<file path="src/rtl/wb_flash_prog_seq_pkg.sv">
`default_nettype none
// Shared constants for the NOR flash command sequencer: flash opcodes, register map,
// STATUS bit positions, software op codes and FSM state encoding.
package wb_flash_prog_seq_pkg;

  localparam logic [15:0] FL_PROGRAM    = 16'h0040;
  localparam logic [15:0] FL_ERASE      = 16'h0020;
  localparam logic [15:0] FL_CONFIRM    = 16'h00D0;
  localparam logic [15:0] FL_RD_STATUS  = 16'h0070;
  localparam logic [15:0] FL_CLR_STATUS = 16'h0050;
  localparam logic [15:0] FL_RD_ARRAY   = 16'h00FF;

  localparam logic [1:0] REG_ADDR   = 2'd0;
  localparam logic [1:0] REG_DATA   = 2'd1;
  localparam logic [1:0] REG_CMD    = 2'd2;
  localparam logic [1:0] REG_STATUS = 2'd3;

  localparam int ST_BUSY    = 0;
  localparam int ST_DONE    = 1;
  localparam int ST_ERR     = 2;
  localparam int ST_TIMEOUT = 3;

  localparam logic [1:0] OP_NOP     = 2'd0;
  localparam logic [1:0] OP_PROGRAM = 2'd1;
  localparam logic [1:0] OP_ERASE   = 2'd2;
  localparam logic [1:0] OP_RDSTAT  = 2'd3;

  typedef enum logic [3:0] {
    S_IDLE = 4'd0,
    S_CMD1 = 4'd1,
    S_CMD2 = 4'd2,
    S_RSC  = 4'd3,
    S_POLL = 4'd4,
    S_CHK  = 4'd5,
    S_CLR  = 4'd6,
    S_RA   = 4'd7,
    S_DONE = 4'd8
  } state_t;

  // The flash sits on the bus byte-swapped relative to the CPU view.
  function automatic logic [15:0] swap16(input logic [15:0] h);
    return {h[7:0], h[15:8]};
  endfunction

endpackage
`default_nettype wire

</file>
<file path="src/rtl/wb_flash_seq_master.sv">
`default_nettype none
// Single-access Wishbone master: holds one request stable until ack, then pulses done.
// The done cycle doubles as the mandatory idle gap before the next access.
module wb_flash_seq_master
  import wb_flash_prog_seq_pkg::*;
(
  input  logic        clk,
  input  logic        rst,
  input  logic        req,
  input  logic        we,
  input  logic [31:0] adr,
  input  logic [3:0]  sel,
  input  logic [15:0] hw,
  output logic        m_cyc,
  output logic        m_stb,
  output logic        m_we,
  output logic [31:0] m_adr,
  output logic [3:0]  m_sel,
  output logic [31:0] m_dat,
  input  logic [31:0] m_dat_i,
  input  logic        m_ack,
  output logic        done,
  output logic [7:0]  sr
);

  logic unused_bits;
  assign unused_bits = ^{adr[1:0], m_dat_i[23:16], m_dat_i[7:0]};

  always_ff @(posedge clk or posedge rst) begin
    if (rst) begin
      m_cyc <= 1'b0;
      m_stb <= 1'b0;
      m_we  <= 1'b0;
      m_adr <= '0;
      m_sel <= '0;
      m_dat <= '0;
      done  <= 1'b0;
      sr    <= '0;
    end else begin
      done <= 1'b0;
      if (m_cyc) begin
        if (m_ack) begin
          m_cyc <= 1'b0;
          m_stb <= 1'b0;
          m_we  <= 1'b0;
          done  <= 1'b1;
          // Upper half-word lane when ADDR[1]=0 (sel 1100), lower lane otherwise.
          if (!m_we) sr <= m_sel[0] ? m_dat_i[15:8] : m_dat_i[31:24];
        end
      end else if (req && !done) begin
        m_cyc <= 1'b1;
        m_stb <= 1'b1;
        m_we  <= we;
        m_adr <= {adr[31:2], 2'b00};
        m_sel <= sel;
        m_dat <= {swap16(hw), swap16(hw)};
      end
    end
  end

endmodule
`default_nettype wire

</file>
<file path="src/rtl/wb_flash_prog_seq.sv">
`default_nettype none
// NOR flash command sequencer: four-register Wishbone slave plus an FSM that drives
// program / erase / read-status sequences through a single-access Wishbone master.
module wb_flash_prog_seq
  import wb_flash_prog_seq_pkg::*;
#(
  parameter logic [23:0] POLL_LIMIT = 24'd1_000_000
) (
  input  logic        wb_clk_i,
  input  logic        wb_rst_i,
  input  logic        s_cyc_i,
  input  logic        s_stb_i,
  input  logic        s_we_i,
  input  logic [1:0]  s_adr_i,
  input  logic [31:0] s_dat_i,
  output logic [31:0] s_dat_o,
  output logic        s_ack_o,
  output logic        m_cyc_o,
  output logic        m_stb_o,
  output logic        m_we_o,
  output logic [31:0] m_adr_o,
  output logic [3:0]  m_sel_o,
  output logic [31:0] m_dat_o,
  input  logic [31:0] m_dat_i,
  input  logic        m_ack_i,
  output logic        irq_o
);

  state_t      state, state_nx;
  logic [31:0] addr;
  logic [15:0] data;
  logic [1:0]  op;
  logic        busy, done, err, timeout;
  logic [23:0] poll_cnt;
  logic        acc_req, acc_we, acc_done;
  logic [15:0] acc_hw;
  logic [7:0]  sr;
  logic        s_req, s_wr, cmd_start;
  logic [31:0] rd_data;
  logic [7:0]  status_lo;

  assign s_req     = s_cyc_i & s_stb_i & ~s_ack_o;
  assign s_wr      = s_req & s_we_i;
  assign cmd_start = s_wr && (s_adr_i == REG_CMD) && (s_dat_i[1:0] != OP_NOP) && !busy;
  assign irq_o     = done;

  always_comb begin
    status_lo              = '0;
    status_lo[ST_BUSY]     = busy;
    status_lo[ST_DONE]     = done;
    status_lo[ST_ERR]      = err;
    status_lo[ST_TIMEOUT]  = timeout;
    case (s_adr_i)
      REG_ADDR:   rd_data = addr;
      REG_DATA:   rd_data = {16'h0000, data};
      REG_STATUS: rd_data = {16'h0000, sr, status_lo};
      default:    rd_data = '0;
    endcase
  end

  always_ff @(posedge wb_clk_i or posedge wb_rst_i) begin
    if (wb_rst_i) state <= S_IDLE;
    else          state <= state_nx;
  end

  always_comb begin
    state_nx = state;
    acc_req  = 1'b0;
    acc_we   = 1'b1;
    acc_hw   = '0;
    case (state)
      S_IDLE: if (cmd_start) state_nx = (s_dat_i[1:0] == OP_RDSTAT) ? S_RSC : S_CMD1;
      S_CMD1: begin
        acc_req = 1'b1;
        acc_hw  = (op == OP_PROGRAM) ? FL_PROGRAM : FL_ERASE;
        if (acc_done) state_nx = S_CMD2;
      end
      S_CMD2: begin
        acc_req = 1'b1;
        acc_hw  = (op == OP_PROGRAM) ? data : FL_CONFIRM;
        if (acc_done) state_nx = S_RSC;
      end
      S_RSC: begin
        acc_req = 1'b1;
        acc_hw  = FL_RD_STATUS;
        if (acc_done) state_nx = S_POLL;
      end
      S_POLL: begin
        acc_req = 1'b1;
        acc_we  = 1'b0;
        if (acc_done) state_nx = (op == OP_RDSTAT) ? S_RA : S_CHK;
      end
      S_CHK: begin
        if (sr[7])                      state_nx = (|sr[5:1]) ? S_CLR : S_RA;
        else if (poll_cnt >= POLL_LIMIT) state_nx = S_RA;
        else                            state_nx = S_POLL;
      end
      S_CLR: begin
        acc_req = 1'b1;
        acc_hw  = FL_CLR_STATUS;
        if (acc_done) state_nx = S_RA;
      end
      S_RA: begin
        acc_req = 1'b1;
        acc_hw  = FL_RD_ARRAY;
        if (acc_done) state_nx = S_DONE;
      end
      S_DONE:  state_nx = S_IDLE;
      default: state_nx = S_IDLE;
    endcase
  end

  always_ff @(posedge wb_clk_i or posedge wb_rst_i) begin
    if (wb_rst_i) begin
      addr     <= '0;
      data     <= '0;
      op       <= OP_NOP;
      busy     <= 1'b0;
      done     <= 1'b0;
      err      <= 1'b0;
      timeout  <= 1'b0;
      poll_cnt <= '0;
      s_ack_o  <= 1'b0;
      s_dat_o  <= '0;
    end else begin
      s_ack_o <= s_req;
      if (s_req) s_dat_o <= rd_data;
      if (s_wr) begin
        case (s_adr_i)
          REG_ADDR:   if (!busy) addr <= s_dat_i;
          REG_DATA:   if (!busy) data <= s_dat_i[15:0];
          REG_STATUS: if (s_dat_i[ST_DONE]) done <= 1'b0;
          default:    ;
        endcase
      end
      if (cmd_start) begin
        op       <= s_dat_i[1:0];
        busy     <= 1'b1;
        done     <= 1'b0;
        err      <= 1'b0;
        timeout  <= 1'b0;
        poll_cnt <= '0;
      end
      if (state == S_POLL && acc_done) poll_cnt <= poll_cnt + 24'd1;
      if (state == S_CHK) begin
        if (sr[7])                       err     <= |sr[5:1];
        else if (poll_cnt >= POLL_LIMIT) timeout <= 1'b1;
      end
      // Placed last so that a same-edge software clear still leaves done set.
      if (state == S_DONE) begin
        done <= 1'b1;
        busy <= 1'b0;
      end
    end
  end

  wb_flash_seq_master u_master (
    .clk     (wb_clk_i),
    .rst     (wb_rst_i),
    .req     (acc_req),
    .we      (acc_we),
    .adr     (addr),
    .sel     (addr[1] ? 4'b0011 : 4'b1100),
    .hw      (acc_hw),
    .m_cyc   (m_cyc_o),
    .m_stb   (m_stb_o),
    .m_we    (m_we_o),
    .m_adr   (m_adr_o),
    .m_sel   (m_sel_o),
    .m_dat   (m_dat_o),
    .m_dat_i (m_dat_i),
    .m_ack   (m_ack_i),
    .done    (acc_done),
    .sr      (sr)
  );

endmodule
`default_nettype wire

</file>
<file path="config.mk">
export PLATFORM = sky130hd
export DESIGN_NAME = wb_flash_prog_seq
export DESIGN_NICKNAME = d
export VERILOG_FILES = /design/src/rtl/wb_flash_prog_seq_pkg.sv /design/src/rtl/wb_flash_seq_master.sv /design/src/rtl/wb_flash_prog_seq.sv
export SDC_FILE = /design/constraint.sdc
export NUM_CORES = 1
export LEC_CHECK = 0
export BUFFER_PORTS_ARGS = -buffer_cell sky130_fd_sc_hd__buf_2
export CAP_MARGIN = 10
export CORE_UTILIZATION = 37
export CTS_BUF_LIST = sky130_fd_sc_hd__clkbuf_2 sky130_fd_sc_hd__clkbuf_4 sky130_fd_sc_hd__clkbuf_8
export DETAILED_ROUTE_END_ITERATION = 8
export MAX_ROUTING_LAYER = met4
export PLACE_DENSITY_LB_ADDON = 0.3
export SYNTH_ARGS = -nofsm -noshare
export SYNTH_HDL_FRONTEND = slang
export SYNTH_SLANG_ARGS = --single-unit
</file>
<file path="constraint.sdc">
create_clock -name wb_clk_i -period 4.8 [get_ports wb_clk_i]
set_input_delay 0.24 -clock wb_clk_i [delete_from_list [all_inputs] [get_ports wb_clk_i]]
set_output_delay 0.24 -clock wb_clk_i [all_outputs]
set_load 0.03 [all_outputs]
</file>
==> impl_results.md, run 1 <==
* Horiz. Die Dim at 148 um
* Post-route minimum period at 2.91 ns
* Asr flop ratio synth at 100%
* Category of the worst setup path capture point: flip-flop
* Final-report max-slew violation count at 0
* Number of antenna violations at the first check in global routing at 0
* First-pass GRT wire length at 30.5 mm
* Vias per Instance at 5.02
* Static leakage power at 4.52 nW
* Mean Syn Cell Area at 11.1 um^2
* Result of the run: finished with violations
* Ratio of total power to cell area at 577 mW/mm^2
* Quantity of I/O buffers inserted on ports at 158
* Hold violation total from the final report at 10
* Worst-skew pair later-pin latency at 0.45 ns
* Worst-path maximum fanout at 23
* Initial Util at 37.6%
* Remaining global-route overflow at 0
* Antenna diode count at 0
* Summed area of non-filler cells in the final layout at 0.00929 mm^2
* Area of the die at 0.0219 mm^2
* RSZ-0062 raised after global routing: false
* HPWL reported at the end of detailed placement at 12.4 mm
* Number of synthesis warnings at 0
* Area Growth Syn to Fin at 17.9%
* Number of buffers inserted during clock tree synthesis at 17
* Router iterations before antenna repair at 6
* Number of max-cap violations at 0
* Critical path arrival at 3.26 ns
* # setup viols final at 0
* Overall power at 5.37 mW
* Clock Skew at 0.0117 ns
* Netlist area before placement at 0.00788 mm^2
* Part of the Yosys area used for sequential elements at 55.6%
* Pin count of the biggest net entering global routing at 176
* Fraction of final layout cells sized beyond drive strength 1 at 33.1%
* Longest Clk Path Bufs at 2
* Post-synthesis sequential element count at 175
* Main flop type after synthesis: sky130_fd_sc_hd__dfrtp_1
* Number of antenna-violating nets in the routed design at 0
* GP Congestion at 0.794
* Peak supply drop at 0.287 mV
* Worst max-slew margin expressed relative to the limit at 28.2%
* Number of DRC markers in iteration 0 at 394
* Layout Nets at 924
* Req. time, crit path at 5.15 ns
* CP Launch Type: flip-flop
* Count of distinct cell types in the synthesized netlist at 60
* Core area at 0.0210 mm^2
* Part of the cycle the worst path needs at 60.6%
* Final core area utilization at 44.4%
* Count of unresolved DRC violations after routing at 0
* Number of placement rows at 53
* Wire length after detailed routing at 18.8 mm
* Violations in the final reports: hold timing
* Level count of the clock H-tree at 4
* Total Neg Setup Slack at 0 ns
* Top Ports at 177
* CTS resizes at 0
* Worst Hold Margin at -0.0441 ns
* Slew of the pin with the lowest slew margin at 1.08 ns
* Die Y at 148 um
* Highest Clock Rate at 344 MHz
* Path category of the worst min-delay check: in -> async
* EDFF count, synth at 0
* Clk pin slew, worst setup/hold paths at 0.10 ns
* Average wire per cell in the routed design at 16.5 um
* Count of vias placed by the detailed router at 5711
* Number of global-route vias before repair at 5701
* Root buffer cell: sky130_fd_sc_hd__clkbuf_8
* Combined global-route utilization of all metal layers at 18.5%
* Total number of clock tree sinks at 175
* Category of the critical setup timing path: reg -> reg
* Synthesized netlist cell count at 713
* Clock tree from TritonCTS: done
* Placed cell area at 0.00875 mm^2
report_power, final:
group / internal [mW] / switching, mW / leakage (nW) / total [mW]
Clock: 0.389 / 0.569 / 0.179 / 0.958
Combinational: 0.783 / 1.23 / 2.09 / 2.01
Sequential: 1.96 / 0.436 / 2.25 / 2.39
final timing paths:
check                                 start                 end  slack (ns)  cells past startpoint
min in group wb_clk_i           s_dat_i[10]            addr[10]        0.03                      2
worst max register to register     state[2]         poll_cnt[3]        1.89                      4
worst min-delay path               wb_rst_i  u_master.m_adr[25]       -0.04                      3
worst min register to register  s_dat_o[25]         s_dat_o[25]        0.48                      2
worst max-delay path               state[2]         poll_cnt[3]        1.89                      4
max in group asynchronous          wb_rst_i      u_master.sr[5]        3.96                      3
per-layer routing:
metal	wire length (um)	vias up	GRT usage, %
li1	-	2765	-
met1	8910	2802	24.6
met2	8710	131	28.5
met3	947	13	3.92
met4	201	0	5.52
met5	0	-	-
metrics by stage:
step / setup WS [ns] / std cells / hold WS [ns]
6_report: 1.89 / 1138 / -0.0441
5_1_grt: 1.72 / 1138 / 0.00772
4_1_cts: 1.88 / 1138 / 0.00197
3_5_place_dp: 1.89 / 1088 / 0.453
3_3_place_gp: 1.90 / 1088 / 0.447
2_1_floorplan: 2.32 / 714 / 0.336
final cells by class:
class | count | area (um^2)
multi-input cells | 463 | 3140
repair buffers | 180 | 1010
fillers | 2029 | 11700
inverters | 13 | 52.6
flip-flops and latches | 175 | 4380
clock inverters | 13 | 105
well taps | 275 | 344
clock buffers | 19 | 255
repair_timing:
action,in CTS,in global routing
hold endpoints to repair,19,0
buffers inserted,0,0
hold buffers,18,0
setup endpoints to repair,0,0
registers in the layout (all words and copies together), names as in the netlist, 2 cells and up:
register and cells:
addr 32, s_dat_o 32, u_master.m_adr 30, poll_cnt 24, data 16, u_master.m_dat 16, u_master.sr 8, state 4
op 2, u_master.m_sel 2
critical path, stage by stage (launching register included):
cell                      delay, ns
sky130_fd_sc_hd__dfrtp_1       0.73
sky130_fd_sc_hd__or4b_1        0.66
sky130_fd_sc_hd__nor2_2        0.78
sky130_fd_sc_hd__mux2_2        0.41
sky130_fd_sc_hd__a22o_1        0.22
cell families after synthesis:
logic type               synth area share [%]
XOR/XNOR                                0.334
adder cells (fa/ha/maj)                 0.318
AND/OR/NAND/NOR                          13.2
AO/OA/AOI/OAI                            9.32
multiplexers                             16.4
flip-flops                               55.6
buffers and inverters                    4.79
other                                  0.0476
layout by cell type (no fill, tap or decap), drive strengths merged, types with 3 or more instances in the layout:
master,synthesis,final
mux2,82,82
nand4,7,7
nor3,8,8
nand2b,5,5
clkinv,1,5
o211ai,5,5
clkinvlp,0,4
or3,3,3
o21ai,56,56
inv,12,17
nand3,33,33
a21oi,23,23
and2,4,4
nand2,99,99
o31ai,9,9
dfrtp,175,175
nand3b,3,3
and3,3,3
a21o,4,4
mux2i,37,37
nor4,11,11
buf,32,162
clkbuf,31,19
dlygate4sd3,0,18
nor2,25,25
o221ai,4,4
Yosys cell counts, types with 4 or more instances:
master	number	area (um^2)
sky130_fd_sc_hd__nor3_1	8	40.0
sky130_fd_sc_hd__a21o_1	4	30.0
sky130_fd_sc_hd__dfrtp_1	175	4380
sky130_fd_sc_hd__a21oi_1	23	115
sky130_fd_sc_hd__nand3_1	33	165
sky130_fd_sc_hd__inv_1	12	45.0
sky130_fd_sc_hd__nand2b_1	5	31.3
sky130_fd_sc_hd__mux2i_1	37	370
sky130_fd_sc_hd__buf_4	20	150
sky130_fd_sc_hd__o21ai_0	55	275
sky130_fd_sc_hd__nor2_1	24	90.1
sky130_fd_sc_hd__o221ai_1	4	35.0
sky130_fd_sc_hd__mux2_2	82	923
sky130_fd_sc_hd__nand4_1	7	43.8
sky130_fd_sc_hd__nand2_1	99	372
sky130_fd_sc_hd__nor4_1	10	62.6
sky130_fd_sc_hd__buf_1	4	15.0
sky130_fd_sc_hd__o31ai_1	9	67.6
sky130_fd_sc_hd__and2_1	4	25.0
sky130_fd_sc_hd__buf_2	7	35.0
sky130_fd_sc_hd__clkbuf_1	30	113
sky130_fd_sc_hd__o211ai_1	5	37.5
(Power assumes the default switching activity.)
==> inputs of run 2 (changes only) <==
clock period = 2.4 ns   (was 4.8 ns; I/O delays follow)
==> run 2 against run 1 <==
Against the previous run:
- the flow now finishes without violations
- non-clock buffer count up 35
- utilization up 1.6 points
- routed wire length up 2.6%
- global-route usage up 0.54 points
- maximum frequency up 31%
- first-iteration DRC count down 12%
==> impl_results.md, run 2 (synthesis results as in run 1) <==
* Number of placement rows at 53
* GR Util met1 at 25.1%
* First-pass GRT wire length at 31.3 mm
* Total Neg Setup Slack at 0 ns
* Quantity of I/O buffers inserted on ports at 158
* Post CTS Setup Buffer Count at 0
* Critical path arrival at 2.55 ns
* Worst-skew pair later-pin latency at 0.45 ns
* CTS resizes at 0
* Relative contribution of the clock network to total power at 17.5%
* Remaining global-route overflow at 0
* Area Growth Syn to Fin at 22.2%
* Part of the cycle the worst path needs at 92.6%
* Horiz. Die Dim at 148 um
* Fin cells at 1172
* Fraction of final layout cells sized beyond drive strength 1 at 33.9%
* Total number of clock tree sinks at 175
* RSZ-0062 raised after global routing: false
* Clk pin slew, worst setup/hold paths at 0.09 ns
* Die Y at 148 um
* Internal portion of total power at 6.47 mW
* Highest Clock Rate at 450 MHz
* Result of the run: completed
* Layout Nets at 959
* Number of antenna-violating nets in the routed design at 0
* Pin count of the biggest net entering global routing at 68
* Met2 routing resource usage after global routing at 29.2%
* Area of the die at 0.0219 mm^2
* Count of vias placed by the detailed router at 5851
* Clock tree from TritonCTS: done
* Core area at 0.0210 mm^2
* Path category of the worst min-delay check: in -> reg
* Slew of the pin with the lowest slew margin at 0.673 ns
* Top Ports at 177
* Number of buffers inserted during clock tree synthesis at 17
* Placed cells at 1107
* Area of the multi-input gates at 0.00314 mm^2
* Proportion of power drawn by combinational gates at 39.4%
* GP Congestion at 0.803
* Global Route met3 Usage at 4.94%
* Switching Power at 4.43 mW
* Average wire per cell in the routed design at 16.4 um
* Post-route minimum period at 2.22 ns
* # setup viols final at 0
* Worst max-slew margin expressed relative to the limit at 54.9%
* Switching share of total power at 40.6%
* Number of DRC markers in iteration 0 at 346
* Req. time, crit path at 2.72 ns
* CP Launch Type: flip-flop
* Number of max-cap violations at 0
* Vias per Instance at 4.99
* Overall power at 10.9 mW
* Wire length after detailed routing at 19.3 mm
* Most common cell after layout, fill and taps aside: sky130_fd_sc_hd__dfrtp_1
* Number of inserted filler cells in the final layout at 2010
* Peak supply drop at 0.584 mV
* Number of buffers added to fix hold violations after cts at 34
* Number of antenna violations at the first check in global routing at 0
* Count of unresolved DRC violations after routing at 0
* Level count of the clock H-tree at 4
* Ratio of total power to cell area at 1130 mW/mm^2
* Final-report max-slew violation count at 0
* Clock Skew at 0.0119 ns
* Category of the critical setup timing path: reg -> reg
* Antenna diode count at 0
* Worst-path maximum fanout at 17
* Busiest layer in global routing: met2
* Most used cells in the layout excluding fill and tap cells: 175 x sky130_fd_sc_hd__dfrtp_1, 158 x sky130_fd_sc_hd__buf_2, 98 x sky130_fd_sc_hd__nand2_1, 82 x sky130_fd_sc_hd__mux2_2, 55 x sky130_fd_sc_hd__o21ai_0
* Static leakage power at 4.69 nW
* Hold violation total from the final report at 0
* Regs by FF count: addr: 32 flops, s_dat_o: 32 flops, u_master.m_adr: 30 flops
* Initial Util at 37.6%
* Longest Clk Path Bufs at 2
* Combined global-route utilization of all metal layers at 19.1%
* Root buffer cell: sky130_fd_sc_hd__clkbuf_8
* Router iterations before antenna repair at 5
* Sequential cell area in the final layout at 0.00438 mm^2
* HPWL reported at the end of detailed placement at 13.3 mm
* Category of the worst setup path capture point: flip-flop
* Number of global-route vias before repair at 5895
* Flop pwr share at 43.2%
==> run 2: final timing paths <==
kind	startpoint	depth (start not counted)	slack, ns	to
max in group asynchronous	wb_rst_i	4	1.45	poll_cnt[9]
min in group asynchronous	wb_rst_i	3	0.20	s_dat_o[30]
hold / removal	m_dat_i[28]	3	0.02	u_master.sr[4]
setup / recovery	s_ack_o	5	0.18	poll_cnt[11]
setup reg to reg	s_ack_o	5	0.18	poll_cnt[11]
hold reg to reg	poll_cnt[23]	1	0.47	poll_cnt[23]
==> run 2: critical path: stages, from the launching register on <==
cell and delay [ns]:
sky130_fd_sc_hd__dfrtp_1 0.37, sky130_fd_sc_hd__nand3b_1 0.27, sky130_fd_sc_hd__or4b_1 0.85, sky130_fd_sc_hd__buf_4 0.32, sky130_fd_sc_hd__o221ai_1 0.18, sky130_fd_sc_hd__o31ai_1 0.10
==> run 2: final cells by class <==
cell class,instances,area share [%]
inverter,13,0.546
clock buffer,24,3.17
timing repair buffer,215,14.1
tap,275,3.57
multi-input combinational,463,32.6
sequential,175,45.5
clock inverter,7,0.585
==> run 2: stage by stage <==
step	instance area (um^2)	hold slack [ns]	utilization, %	setup WS, ns
finish	9630	0.0179	45.9	0.179
global route	9630	0.00984	45.9	0.0333
CTS	9630	0.00552	45.9	0.177
detailed placement	8920	0.127	42.6	0.196
global placement	8920	0.127	42.6	0.221
floorplan	7890	0.216	-	0.0413
==> run 2: power groups by stage <==
stage | logic (mW) | clock network (mW) | registers (mW)
floorplan | 2.39 | 0 | 5.39
global placement | 4.24 | 0 | 4.73
detailed placement | 4.30 | 0 | 4.76
CTS | 4.35 | 1.98 | 4.71
global route | 4.68 | 2.06 | 4.87
finish | 4.29 | 1.90 | 4.71
==> run 2: routing by layer <==
| layer | vias up | share of wire, % |
|---|---|---|
| met5 | - | 0 |
| met4 | 0 | 0.75 |
| met3 | 8 | 4.6 |
| met2 | 120 | 47 |
| met1 | 2889 | 48 |
| li1 | 2834 | - |
